`src/rtl/digger_pkg.sv`:
```
// Shared definitions for the keyboard/player path: PS/2 scan codes,
// prefix-state and direction enums, and the decoded key-event record.
package digger_pkg;

  localparam logic [7:0] SC_EXT   = 8'hE0;
  localparam logic [7:0] SC_BRK   = 8'hF0;
  localparam logic [7:0] SC_UP    = 8'h75;
  localparam logic [7:0] SC_DOWN  = 8'h72;
  localparam logic [7:0] SC_LEFT  = 8'h6B;
  localparam logic [7:0] SC_RIGHT = 8'h74;
  localparam logic [7:0] SC_SPACE = 8'h29;

  // Frames without any received byte before held arrows are presumed stuck.
  localparam logic [5:0] STUCK_FRAMES = 6'd63;

  typedef enum logic [1:0] {
    PFX_IDLE,
    PFX_EXT,
    PFX_BRK,
    PFX_EXT_BRK
  } pfx_state_t;

  // Also used by player_direction; the encoding doubles as the held-bit index.
  typedef enum logic [1:0] {
    DIR_UP,
    DIR_DOWN,
    DIR_LEFT,
    DIR_RIGHT
  } dir_t;

  typedef struct packed {
    logic [7:0] code;
    logic       is_ext;
    logic       is_break;
  } key_event_t;

  function automatic logic is_arrow(input logic [7:0] code);
    return (code == SC_UP) || (code == SC_DOWN) ||
           (code == SC_LEFT) || (code == SC_RIGHT);
  endfunction

  function automatic dir_t arrow_dir(input logic [7:0] code);
    dir_t d;
    case (code)
      SC_DOWN:  d = DIR_DOWN;
      SC_LEFT:  d = DIR_LEFT;
      SC_RIGHT: d = DIR_RIGHT;
      default:  d = DIR_UP;
    endcase
    return d;
  endfunction

endpackage

```
`src/rtl/scan_prefix_fsm.sv`:
```
// Tracks E0/F0 prefixes of the PS/2 byte stream and emits one key_event
// strobe per complete scan code, tagged with its extended/break flags.
//
// state       | meaning
// PFX_IDLE    | no prefix pending
// PFX_EXT     | E0 received
// PFX_BRK     | F0 received (plain release)
// PFX_EXT_BRK | E0 F0 received (extended release)
module scan_prefix_fsm
  import digger_pkg::*;
(
  input  logic       clk,
  input  logic       rst,
  input  logic       kbd_valid,
  input  logic [7:0] kbd_data,
  output logic       key_event_valid,
  output key_event_t key_event
);

  pfx_state_t state_q, state_d;

  // The event is decoded in the same cycle as the final byte so that the
  // held state in the parent lands exactly one cycle after kbd_valid.
  always_comb begin
    state_d            = state_q;
    key_event_valid    = 1'b0;
    key_event.code     = kbd_data;
    key_event.is_ext   = 1'b0;
    key_event.is_break = 1'b0;
    if (kbd_valid) begin
      case (state_q)
        PFX_IDLE: begin
          if (kbd_data == SC_EXT) begin
            state_d = PFX_EXT;
          end else if (kbd_data == SC_BRK) begin
            state_d = PFX_BRK;
          end else begin
            key_event_valid = 1'b1;
          end
        end
        PFX_EXT: begin
          if (kbd_data == SC_BRK) begin
            state_d = PFX_EXT_BRK;
          end else if (kbd_data != SC_EXT) begin
            key_event_valid  = 1'b1;
            key_event.is_ext = 1'b1;
            state_d          = PFX_IDLE;
          end
        end
        PFX_BRK: begin
          key_event_valid    = 1'b1;
          key_event.is_break = 1'b1;
          state_d            = PFX_IDLE;
        end
        default: begin
          key_event_valid    = 1'b1;
          key_event.is_ext   = 1'b1;
          key_event.is_break = 1'b1;
          state_d            = PFX_IDLE;
        end
      endcase
    end
  end

  always_ff @(posedge clk or posedge rst) begin
    if (rst) begin
      state_q <= PFX_IDLE;
    end else begin
      state_q <= state_d;
    end
  end

endmodule

```
`src/rtl/arrow_keys_decoder.sv`:
```
// Turns PS/2 scan codes into frame-stable arrow levels and a one-frame fire
// pulse. Optional stuck-key timeout is enabled by ARROW_STUCK_TIMEOUT_EN.
module arrow_keys_decoder
  import digger_pkg::*;
#(
  parameter logic SINGLE_DIR = 1'b1
) (
  input  logic       clk,
  input  logic       reset,
  input  logic       startOfFrame,
  input  logic       kbd_valid,
  input  logic [7:0] kbd_data,
  output logic       leftArrowPressed,
  output logic       rightArrowPressed,
  output logic       upArrowPressed,
  output logic       downArrowPressed,
  output logic       fireRequest
);

  logic       ev_valid;
  key_event_t ev;
  dir_t       ev_dir;

  logic [3:0] held_q, held_d;
  dir_t       last_q, last_d;
  logic       fire_pend_q, fire_pend_d;
  logic [3:0] dir_out_q, dir_out_d;
  logic       fire_q, fire_d;
  logic [3:0] sel;

  scan_prefix_fsm u_prefix (
    .clk             (clk),
    .rst             (reset),
    .kbd_valid       (kbd_valid),
    .kbd_data        (kbd_data),
    .key_event_valid (ev_valid),
    .key_event       (ev)
  );

  assign ev_dir = arrow_dir(ev.code);

`ifdef ARROW_STUCK_TIMEOUT_EN
  logic [5:0] stuck_cnt_q, stuck_cnt_d;
  logic       stuck_timeout;

  // Down-counts frames since the last byte; any byte reloads it.
  assign stuck_timeout = startOfFrame && !kbd_valid && (stuck_cnt_q == 6'd1);

  always_comb begin
    stuck_cnt_d = stuck_cnt_q;
    if (kbd_valid) begin
      stuck_cnt_d = STUCK_FRAMES;
    end else if (startOfFrame) begin
      stuck_cnt_d = stuck_timeout ? STUCK_FRAMES : stuck_cnt_q - 6'd1;
    end
  end

  always_ff @(posedge clk or posedge reset) begin
    if (reset) begin
      stuck_cnt_q <= STUCK_FRAMES;
    end else begin
      stuck_cnt_q <= stuck_cnt_d;
    end
  end
`endif

  always_comb begin
    held_d = held_q;
    last_d = last_q;
    if (ev_valid && ev.is_ext && is_arrow(ev.code)) begin
      if (ev.is_break) begin
        held_d[ev_dir] = 1'b0;
      end else begin
        held_d[ev_dir] = 1'b1;
        last_d         = ev_dir;
      end
    end
`ifdef ARROW_STUCK_TIMEOUT_EN
    if (stuck_timeout) begin
      held_d = '0;
    end
`endif
  end

  // A space arriving on the frame strobe survives the clear and fires next frame.
  always_comb begin
    fire_pend_d = fire_pend_q;
    if (startOfFrame) begin
      fire_pend_d = 1'b0;
    end
    if (ev_valid && !ev.is_ext && !ev.is_break && (ev.code == SC_SPACE)) begin
      fire_pend_d = 1'b1;
    end
  end

  always_comb begin
    sel = '0;
    if (SINGLE_DIR) begin
      if (held_q[last_q]) begin
        sel[last_q] = 1'b1;
      end else if (held_q[DIR_UP]) begin
        sel[DIR_UP] = 1'b1;
      end else if (held_q[DIR_DOWN]) begin
        sel[DIR_DOWN] = 1'b1;
      end else if (held_q[DIR_LEFT]) begin
        sel[DIR_LEFT] = 1'b1;
      end else if (held_q[DIR_RIGHT]) begin
        sel[DIR_RIGHT] = 1'b1;
      end
    end else begin
      sel = held_q;
    end
  end

  // Outputs sample the pre-update held state, so a byte on the strobe lands next frame.
  always_comb begin
    dir_out_d = startOfFrame ? sel : dir_out_q;
    fire_d    = startOfFrame && fire_pend_q;
  end

  always_ff @(posedge clk or posedge reset) begin
    if (reset) begin
      held_q      <= '0;
      last_q      <= DIR_UP;
      fire_pend_q <= 1'b0;
      dir_out_q   <= '0;
      fire_q      <= 1'b0;
    end else begin
      held_q      <= held_d;
      last_q      <= last_d;
      fire_pend_q <= fire_pend_d;
      dir_out_q   <= dir_out_d;
      fire_q      <= fire_d;
    end
  end

  assign upArrowPressed    = dir_out_q[DIR_UP];
  assign downArrowPressed  = dir_out_q[DIR_DOWN];
  assign leftArrowPressed  = dir_out_q[DIR_LEFT];
  assign rightArrowPressed = dir_out_q[DIR_RIGHT];
  assign fireRequest       = fire_q;

endmodule

```
`config.mk`:
```
export PLATFORM = sky130hd
export DESIGN_NAME = arrow_keys_decoder
export DESIGN_NICKNAME = d
export VERILOG_FILES = /design/src/rtl/digger_pkg.sv /design/src/rtl/scan_prefix_fsm.sv /design/src/rtl/arrow_keys_decoder.sv
export SDC_FILE = /design/constraint.sdc
export NUM_CORES = 1
export LEC_CHECK = 0
export BUFFER_PORTS_ARGS = -buffer_cell sky130_fd_sc_hd__buf_2
export CAP_MARGIN = 20
export CORE_ASPECT_RATIO = 0.8
export CORE_UTILIZATION = 30
export CTS_CLUSTER_SIZE = 28
export DETAILED_ROUTE_END_ITERATION = 6
export GPL_ROUTABILITY_DRIVEN = 0
export PLACE_DENSITY = 0.5
export SLEW_MARGIN = 0
export SYNTH_ARGS = -nofsm -noshare
export SYNTH_HDL_FRONTEND = slang
export SYNTH_HIERARCHICAL = 1
export SYNTH_SLANG_ARGS = --single-unit
```
`constraint.sdc`:
```
create_clock -name clk -period 2 [get_ports clk]
set_clock_uncertainty 0.1 [all_clocks]
set_input_delay 0.3 -clock clk [delete_from_list [all_inputs] [get_ports clk]]
set_output_delay 0.3 -clock clk [all_outputs]
set_load 0.01 [all_outputs]
```
==> qor.yml, run 1 <==
yosys:
  count_of_warnings_emitted_by_yosys: 6
  postSynthAreaPerCell_um2: 8.86
  post-synth-top-area-cell: "sky130_fd_sc_hd__dfrtp_1"
  synth_edf_count: 0
  syn_inst: 95
  ys_ff_latch: 14
  ys_top_cells_by_area: "sky130_fd_sc_hd__dfrtp_1 (42%), sky130_fd_sc_hd__buf_4 (7.1%), sky130_fd_sc_hd__a21oi_1 (5.3%)"
  yosysTopAreaCellShare_pct: 41.6
  synth.net_count: 107
  netlist-cell-type-count: 36
  ys_dominant_reg_cell: "sky130_fd_sc_hd__dfrtp_1"
  synthArstFlopShare_pct: 100
  synth.yosys.seq_area_share_pct: 41.6
  synth.cell_area_um2: 842
route:
  drt_pre_antenna_iters: 5
  met2_length_um: 679
  postRouteAntennaNets: 0
  wire_per_inst_um: 11.8
  highest-signal-layer: "met4"
  m1WireLength_um: 882
  detail_route.vias_per_cell: 4.92
  wirelength_um: 1670
  wl_met3_um: 91
  vias: 698
  remaining_drc_errors: 0
  drt-initial-drc-count: 8
cts:
  cts_post_setup_buffers_inserted: 0
  htree_num_levels: 1
  root_buffer: "sky130_fd_sc_hd__clkbuf_4"
  clk_latency_ns: 0.28
  cts_buffers: 3
  cts_sinks: 14
  cts_tree: "done"
  clock_slew_seen_by_the_registers_of_the_worst_setup_and_hold_paths_ns: 0.07
  clockBufferDepth: 2
timing:
  setup_violations: 0
  period_share_pct: 89.7
  finalMaxSlewViolations: 0
  final-hold-violation-count: 0
  postLayoutSetupSlackWorst_ns: 0.207
  maxClockFrequency_mhz: 558
  slew_headroom_pct: 69.8
  grt_setup_unrepaired: "false"
  timing_worst_slew_pin_value_ns: 0.452
  setup_tns_ns: 0
  whs_ns: 0.171
  finalWorstPathRequiredPeriod_ns: 1.79
floorplanning:
  row_count: 16
  floorplan.initialDensity_pct: 33.1
  die_area_um2: 3020
  ioPinCount: 17
  die_width_um: 61.2
  dieHeight_um: 49.4
  core_um2: 2540
placed_design:
  dpl.cell_count: 138
  numPortBuffers: 16
  dp.final_hpwl_um: 1300
  dp_slack_ns: 0.205
setup_path:
  worst_r2r_startpoint: "u_prefix/state_q[1]$_DFFE_PP0P_"
  critPathLaunchType: "flop"
  critical_path_required_ns: 2.04
  kind_of_critical_path: "flop to flop"
  r2r_slack_ns: 0.21
  r2r.worst_path.cells: 7
  timing.critical_path.to_type: "flop"
  worstPathArrival_ns: 1.84
  critical_path.max_fanout: 4
pwr:
  static-leakage-power_nw: 0.413
  vdd_ir_drop_max_v: 0.000231
  areal_power_density_over_the_cells_nw_per_um2: 540
grt:
  track_usage_pct: 12.8
  first_global_vias: 645
  grt_start_max_net_pins: 13
  grt_overflow_total: 0
  antenna_found_initial: 0
  grt_pass1_wl_um: 2830
layout:
  insertedDiodeCount: 0
  area_occupied_by_registers_um2: 350
  final_cell_count_no_fill: 142
  final.fill_count: 273
  layout-drive-gt1-share_pct: 23.6
  multi_input_comb_area_um2: 390
  finalNetCount: 120
  layout-area-overhead-vs-synth_pct: 11.1
outcome:
  outcome: "finished clean"
min_path:
  timing.hold.worst.class: "input port to flop"
  timing.hold.worst.start: "kbd_valid"
  worst_hold_path.num_cells: 2
  holdPathEnd: "u_prefix/state_q[0]$_DFFE_PP0P_"
job:
  maxCapViolations: 0
## per-stage QoR
stage	total power, W	util, %	instance area, um2
after detailed placement	0.000356	35.5	903
after floorplan	0.000343	-	842
after CTS	0.000513	36.8	936
final	0.000506	36.8	936
after global placement	0.000356	35.5	903
after global routing	0.000537	36.8	936
## routing by layer
layer	vias to the layer above	track usage, %
met5	-	0
met4	0	2.27
met3	4	5.57
met2	19	18.5
met1	319	17.7
li1	356	-
## cells by family after synthesis
group | synth area share (%)
and+or+nand+nor | 22.9
AOI/OAI and AO/OA | 22.1
buffers and inverters | 12.0
DFF | 41.6
muxes | 1.34
## cells in the mapped netlist, types with 2 or more instances
library cell	instances
sky130_fd_sc_hd__dfrtp_1	14
sky130_fd_sc_hd__inv_1	10
sky130_fd_sc_hd__a21oi_1	9
sky130_fd_sc_hd__buf_4	8
sky130_fd_sc_hd__nand2_1	5
sky130_fd_sc_hd__nor2_1	4
sky130_fd_sc_hd__o21ai_1	4
sky130_fd_sc_hd__o22ai_1	4
sky130_fd_sc_hd__a31oi_1	3
sky130_fd_sc_hd__nand2b_1	3
sky130_fd_sc_hd__a211oi_1	2
sky130_fd_sc_hd__and2_1	2
sky130_fd_sc_hd__nand3_1	2
sky130_fd_sc_hd__nor2b_1	2
sky130_fd_sc_hd__nor3_1	2
## area by class of cell
class	count	share of cell area [%]
Clock buffer	3	2.41
Inverter	10	4.01
Multi-Input combinational cell	62	41.7
Sequential cell	14	37.4
Tap cell	36	4.81
Timing Repair Buffer	17	9.63
## timing repair
action                    CTS  global route
gates resized for setup     0             0
hold buffers                1             0
hold endpoints to repair   14             0
## worst max-delay path by stage
stage / slack, ns / start / cells past startpoint / endpoint
after global placement: 0.25 / kbd_data[1] / 8 / flop
after floorplan: 0.36 / u_prefix/state_q[1]$_DFFE_PP0P_ / 7 / flop
after global routing: 0.02 / u_prefix/state_q[1]$_DFFE_PP0P_ / 7 / flop
final: 0.21 / u_prefix/state_q[1]$_DFFE_PP0P_ / 7 / flop
after detailed placement: 0.20 / kbd_data[1] / 8 / flop
after CTS: 0.21 / u_prefix/state_q[1]$_DFFE_PP0P_ / 7 / flop
## worst max-delay path: stages (launching register included)
cell and delay [ns]:
sky130_fd_sc_hd__dfrtp_1 0.40, sky130_fd_sc_hd__nor4_2 0.26, sky130_fd_sc_hd__nand4_1 0.18, sky130_fd_sc_hd__and3_1 0.25, sky130_fd_sc_hd__nand2_1 0.12, sky130_fd_sc_hd__nor2_1 0.10, sky130_fd_sc_hd__a31oi_1 0.18, sky130_fd_sc_hd__a41oi_1 0.06
## placed cells by master (no fill, tap or decap), types with 2 or more instances in the layout
master                     instances
sky130_fd_sc_hd__dfrtp_1          14
sky130_fd_sc_hd__nand3_1           2
sky130_fd_sc_hd__buf_2            16
sky130_fd_sc_hd__a31oi_1           3
sky130_fd_sc_hd__nor2b_1           2
sky130_fd_sc_hd__nor2_1            4
sky130_fd_sc_hd__o22ai_1           4
sky130_fd_sc_hd__inv_1            10
sky130_fd_sc_hd__a211oi_1          2
sky130_fd_sc_hd__nand2_1           5
sky130_fd_sc_hd__nand2b_1          3
sky130_fd_sc_hd__and2_1            2
sky130_fd_sc_hd__clkbuf_4          3
sky130_fd_sc_hd__nor3_1            2
sky130_fd_sc_hd__a21oi_1           9
sky130_fd_sc_hd__o21ai_1           4
## report_power, final
group | switching [W] | internal (W) | leakage, nW | total [W]
Sequential | 0.00000467 | 0.000288 | 0.189 | 0.000292
Clock | 0.0000844 | 0.0000698 | 0.0138 | 0.000154
Combinational | 0.0000356 | 0.0000235 | 0.210 | 0.0000592
(Power assumes the default switching activity.)
==> run 2, diff against run 1 <==
CTS_BUF_LIST = sky130_fd_sc_hd__clkbuf_4 sky130_fd_sc_hd__clkbuf_8   (was default)
PLACE_DENSITY = 0.52   (was 0.5)
==> qor.yml, run 2 (synthesized netlist as in run 1, its figures left out) <==
outcome:
  outcome: "finished clean"
setup_path:
  critical_path.max_fanout: 4  # unchanged
  worstPathArrival_ns: 1.85  # about the same
  worst_r2r_startpoint: "u_prefix/state_q[1]$_DFFE_PP0P_"
  critical_path_required_ns: 2.06  # +0.02 ns
  r2r_slack_ns: 0.20  # about the same
  r2r.worst_path.cells: 7  # unchanged
  timing.critical_path.to_type: "flop"
  critPathLaunchType: "flop"
  kind_of_critical_path: "flop to flop"
min_path:
  holdPathEnd: "u_prefix/state_q[0]$_DFFE_PP0P_"
  timing.hold.worst.class: "input port to flop"
  worst_hold_path.num_cells: 2  # unchanged
  timing.hold.worst.start: "kbd_valid"
grt:
  grt_start_max_net_pins: 13  # unchanged
  track_usage_pct: 12.6  # -0.18 points
  gr-usage-met2_pct: 17.6  # -0.91 points
  grt_overflow_total: 0  # unchanged
  first_global_vias: 604  # -6.4%
  use_met3_pct: 6.37  # +0.80 points
  grt_most_used_layer: "met2"
  grt_pass1_wl_um: 2770  # -2.2%
  antenna_found_initial: 0  # unchanged
  gr-usage-met1_pct: 17.5  # -0.25 points
cts:
  cts_sinks: 14  # unchanged
  clk_latency_ns: 0.29  # about the same
  cts_tree: "done"
  root_buffer: "sky130_fd_sc_hd__clkbuf_4"
  htree_num_levels: 1  # unchanged
  cts_buffers: 3  # unchanged
  cts_post_setup_buffers_inserted: 0  # unchanged
  clock_slew_seen_by_the_registers_of_the_worst_setup_and_hold_paths_ns: 0.08  # about the same
  cts_hold_buffers: 1  # unchanged
  clockBufferDepth: 2  # unchanged
  cts_repair_resize_count: 0  # unchanged
timing:
  maxClockFrequency_mhz: 556  # -0.20%
  period_share_pct: 89.9  # +0.18 points
  timing_worst_slew_pin_value_ns: 0.489  # +0.0373 ns
  finalMaxSlewViolations: 0  # unchanged
  final-hold-violation-count: 0  # unchanged
  setup_violations: 0  # unchanged
  grt_setup_unrepaired: "false"
  postLayoutSetupSlackWorst_ns: 0.203  # -0.00358 ns
  setup_tns_ns: 0  # unchanged
  finalWorstPathRequiredPeriod_ns: 1.80  # +0.00358 ns
  slew_headroom_pct: 67.4  # -2.5 points
floorplanning:
  ioPinCount: 17  # unchanged
  die_width_um: 61.2  # unchanged
  row_count: 16  # unchanged
  core_um2: 2540  # unchanged
  dieHeight_um: 49.4  # unchanged
  floorplan.initialDensity_pct: 33.1  # unchanged
  die_area_um2: 3020  # unchanged
layout:
  final_cell_mix: "sky130_fd_sc_hd__buf_2 (16), sky130_fd_sc_hd__dfrtp_1 (14), sky130_fd_sc_hd__inv_1 (10), sky130_fd_sc_hd__a21oi_1 (9), sky130_fd_sc_hd__nand2_1 (5)"
  layout-drive-gt1-share_pct: 24.3  # +0.71 points
  layout-area-overhead-vs-synth_pct: 12.8
  layout.core_utilization_pct: 37.4  # +0.54 points
  final_common_cell: "sky130_fd_sc_hd__buf_2"
  insertedDiodeCount: 0  # unchanged
  final.fill_count: 269  # -1.5%
  finalNetCount: 120  # unchanged
route:
  detail_route.vias_per_cell: 4.80  # -2.4%
  vias: 686  # -1.7%
  wirelength_um: 1670  # about the same
  drt_pre_antenna_iters: 4  # -1
  wire_per_inst_um: 11.7  # -0.76%
  postRouteAntennaNets: 0  # unchanged
  remaining_drc_errors: 0  # unchanged
  drt-initial-drc-count: 19  # +11
placed_design:
  numPortBuffers: 16  # unchanged
  dp.final_hpwl_um: 1280  # -0.96%
  dp_slack_ns: 0.199  # -0.00590 ns
pwr:
  areal_power_density_over_the_cells_nw_per_um2: 592  # +9.5%
  fin_total_pwr_w: 0.000562  # +11%
  static-leakage-power_nw: 0.420  # +1.7%
  vdd_ir_drop_max_v: 0.000230  # -0.45%
job:
  maxCapViolations: 0  # unchanged
run 2: cell count changes in the layout (fill, tap and decap cells not counted), sizes merged:
cell	delta
clkbuf	+1
run 2: through the flow:
step                      cell area [um2]  hold WS (ns)  std cells
final                                 950         0.152        143
after global routing                  950         0.154        143
after CTS                             950         0.145        143
after detailed placement              903        0.0631        138
after global placement                903        0.0594        138
after floorplan                       842       -0.0588         95
run 2: worst max path at each step:
stage                               startpoint  endpoint  slack [ns]  depth (start not counted)
3_5_place_dp                       kbd_data[1]      flop        0.20                          8
2_1_floorplan  u_prefix/state_q[1]$_DFFE_PP0P_      flop        0.36                          7
5_1_grt        u_prefix/state_q[1]$_DFFE_PP0P_      flop        0.02                          7
6_report       u_prefix/state_q[1]$_DFFE_PP0P_      flop        0.20                          7
3_3_place_gp                       kbd_data[1]      flop        0.25                          8
4_1_cts        u_prefix/state_q[1]$_DFFE_PP0P_      flop        0.21                          7
run 2: area by class of cell:
cell class	instances	area (um2)	area share, %
Clock buffer	4	36.3	3.82
Inverter	10	37.5	3.95
Tap cell	36	45.0	4.74
Sequential cell	14	350	36.9
Timing Repair Buffer	17	90.1	9.49
Multi-Input combinational cell	62	390	41.1
run 2: where the power goes:
part / switching (W) / leakage [nW] / internal [W]
Sequential: 0.00000454 / 0.189 / 0.000288
Combinational: 0.0000354 / 0.210 / 0.0000235
Clock: 0.000100 / 0.0210 / 0.000111
Total: 0.000140 / 0.420 / 0.000422
run 2: per-layer routing:
metal  wire [um]  vias up
met5           0        -
met1         867      316
met2         708       14
li1            -      354
met4          10        0
met3          83        2
run 2: critical path, cell delays in order, from the launching register on:
cell and delay, ns:
sky130_fd_sc_hd__dfrtp_1 0.41, sky130_fd_sc_hd__nor4_2 0.27, sky130_fd_sc_hd__nand4_1 0.19, sky130_fd_sc_hd__and3_1 0.26
sky130_fd_sc_hd__nand2_1 0.12, sky130_fd_sc_hd__nor2_1 0.10, sky130_fd_sc_hd__a31oi_1 0.17, sky130_fd_sc_hd__a41oi_1 0.06
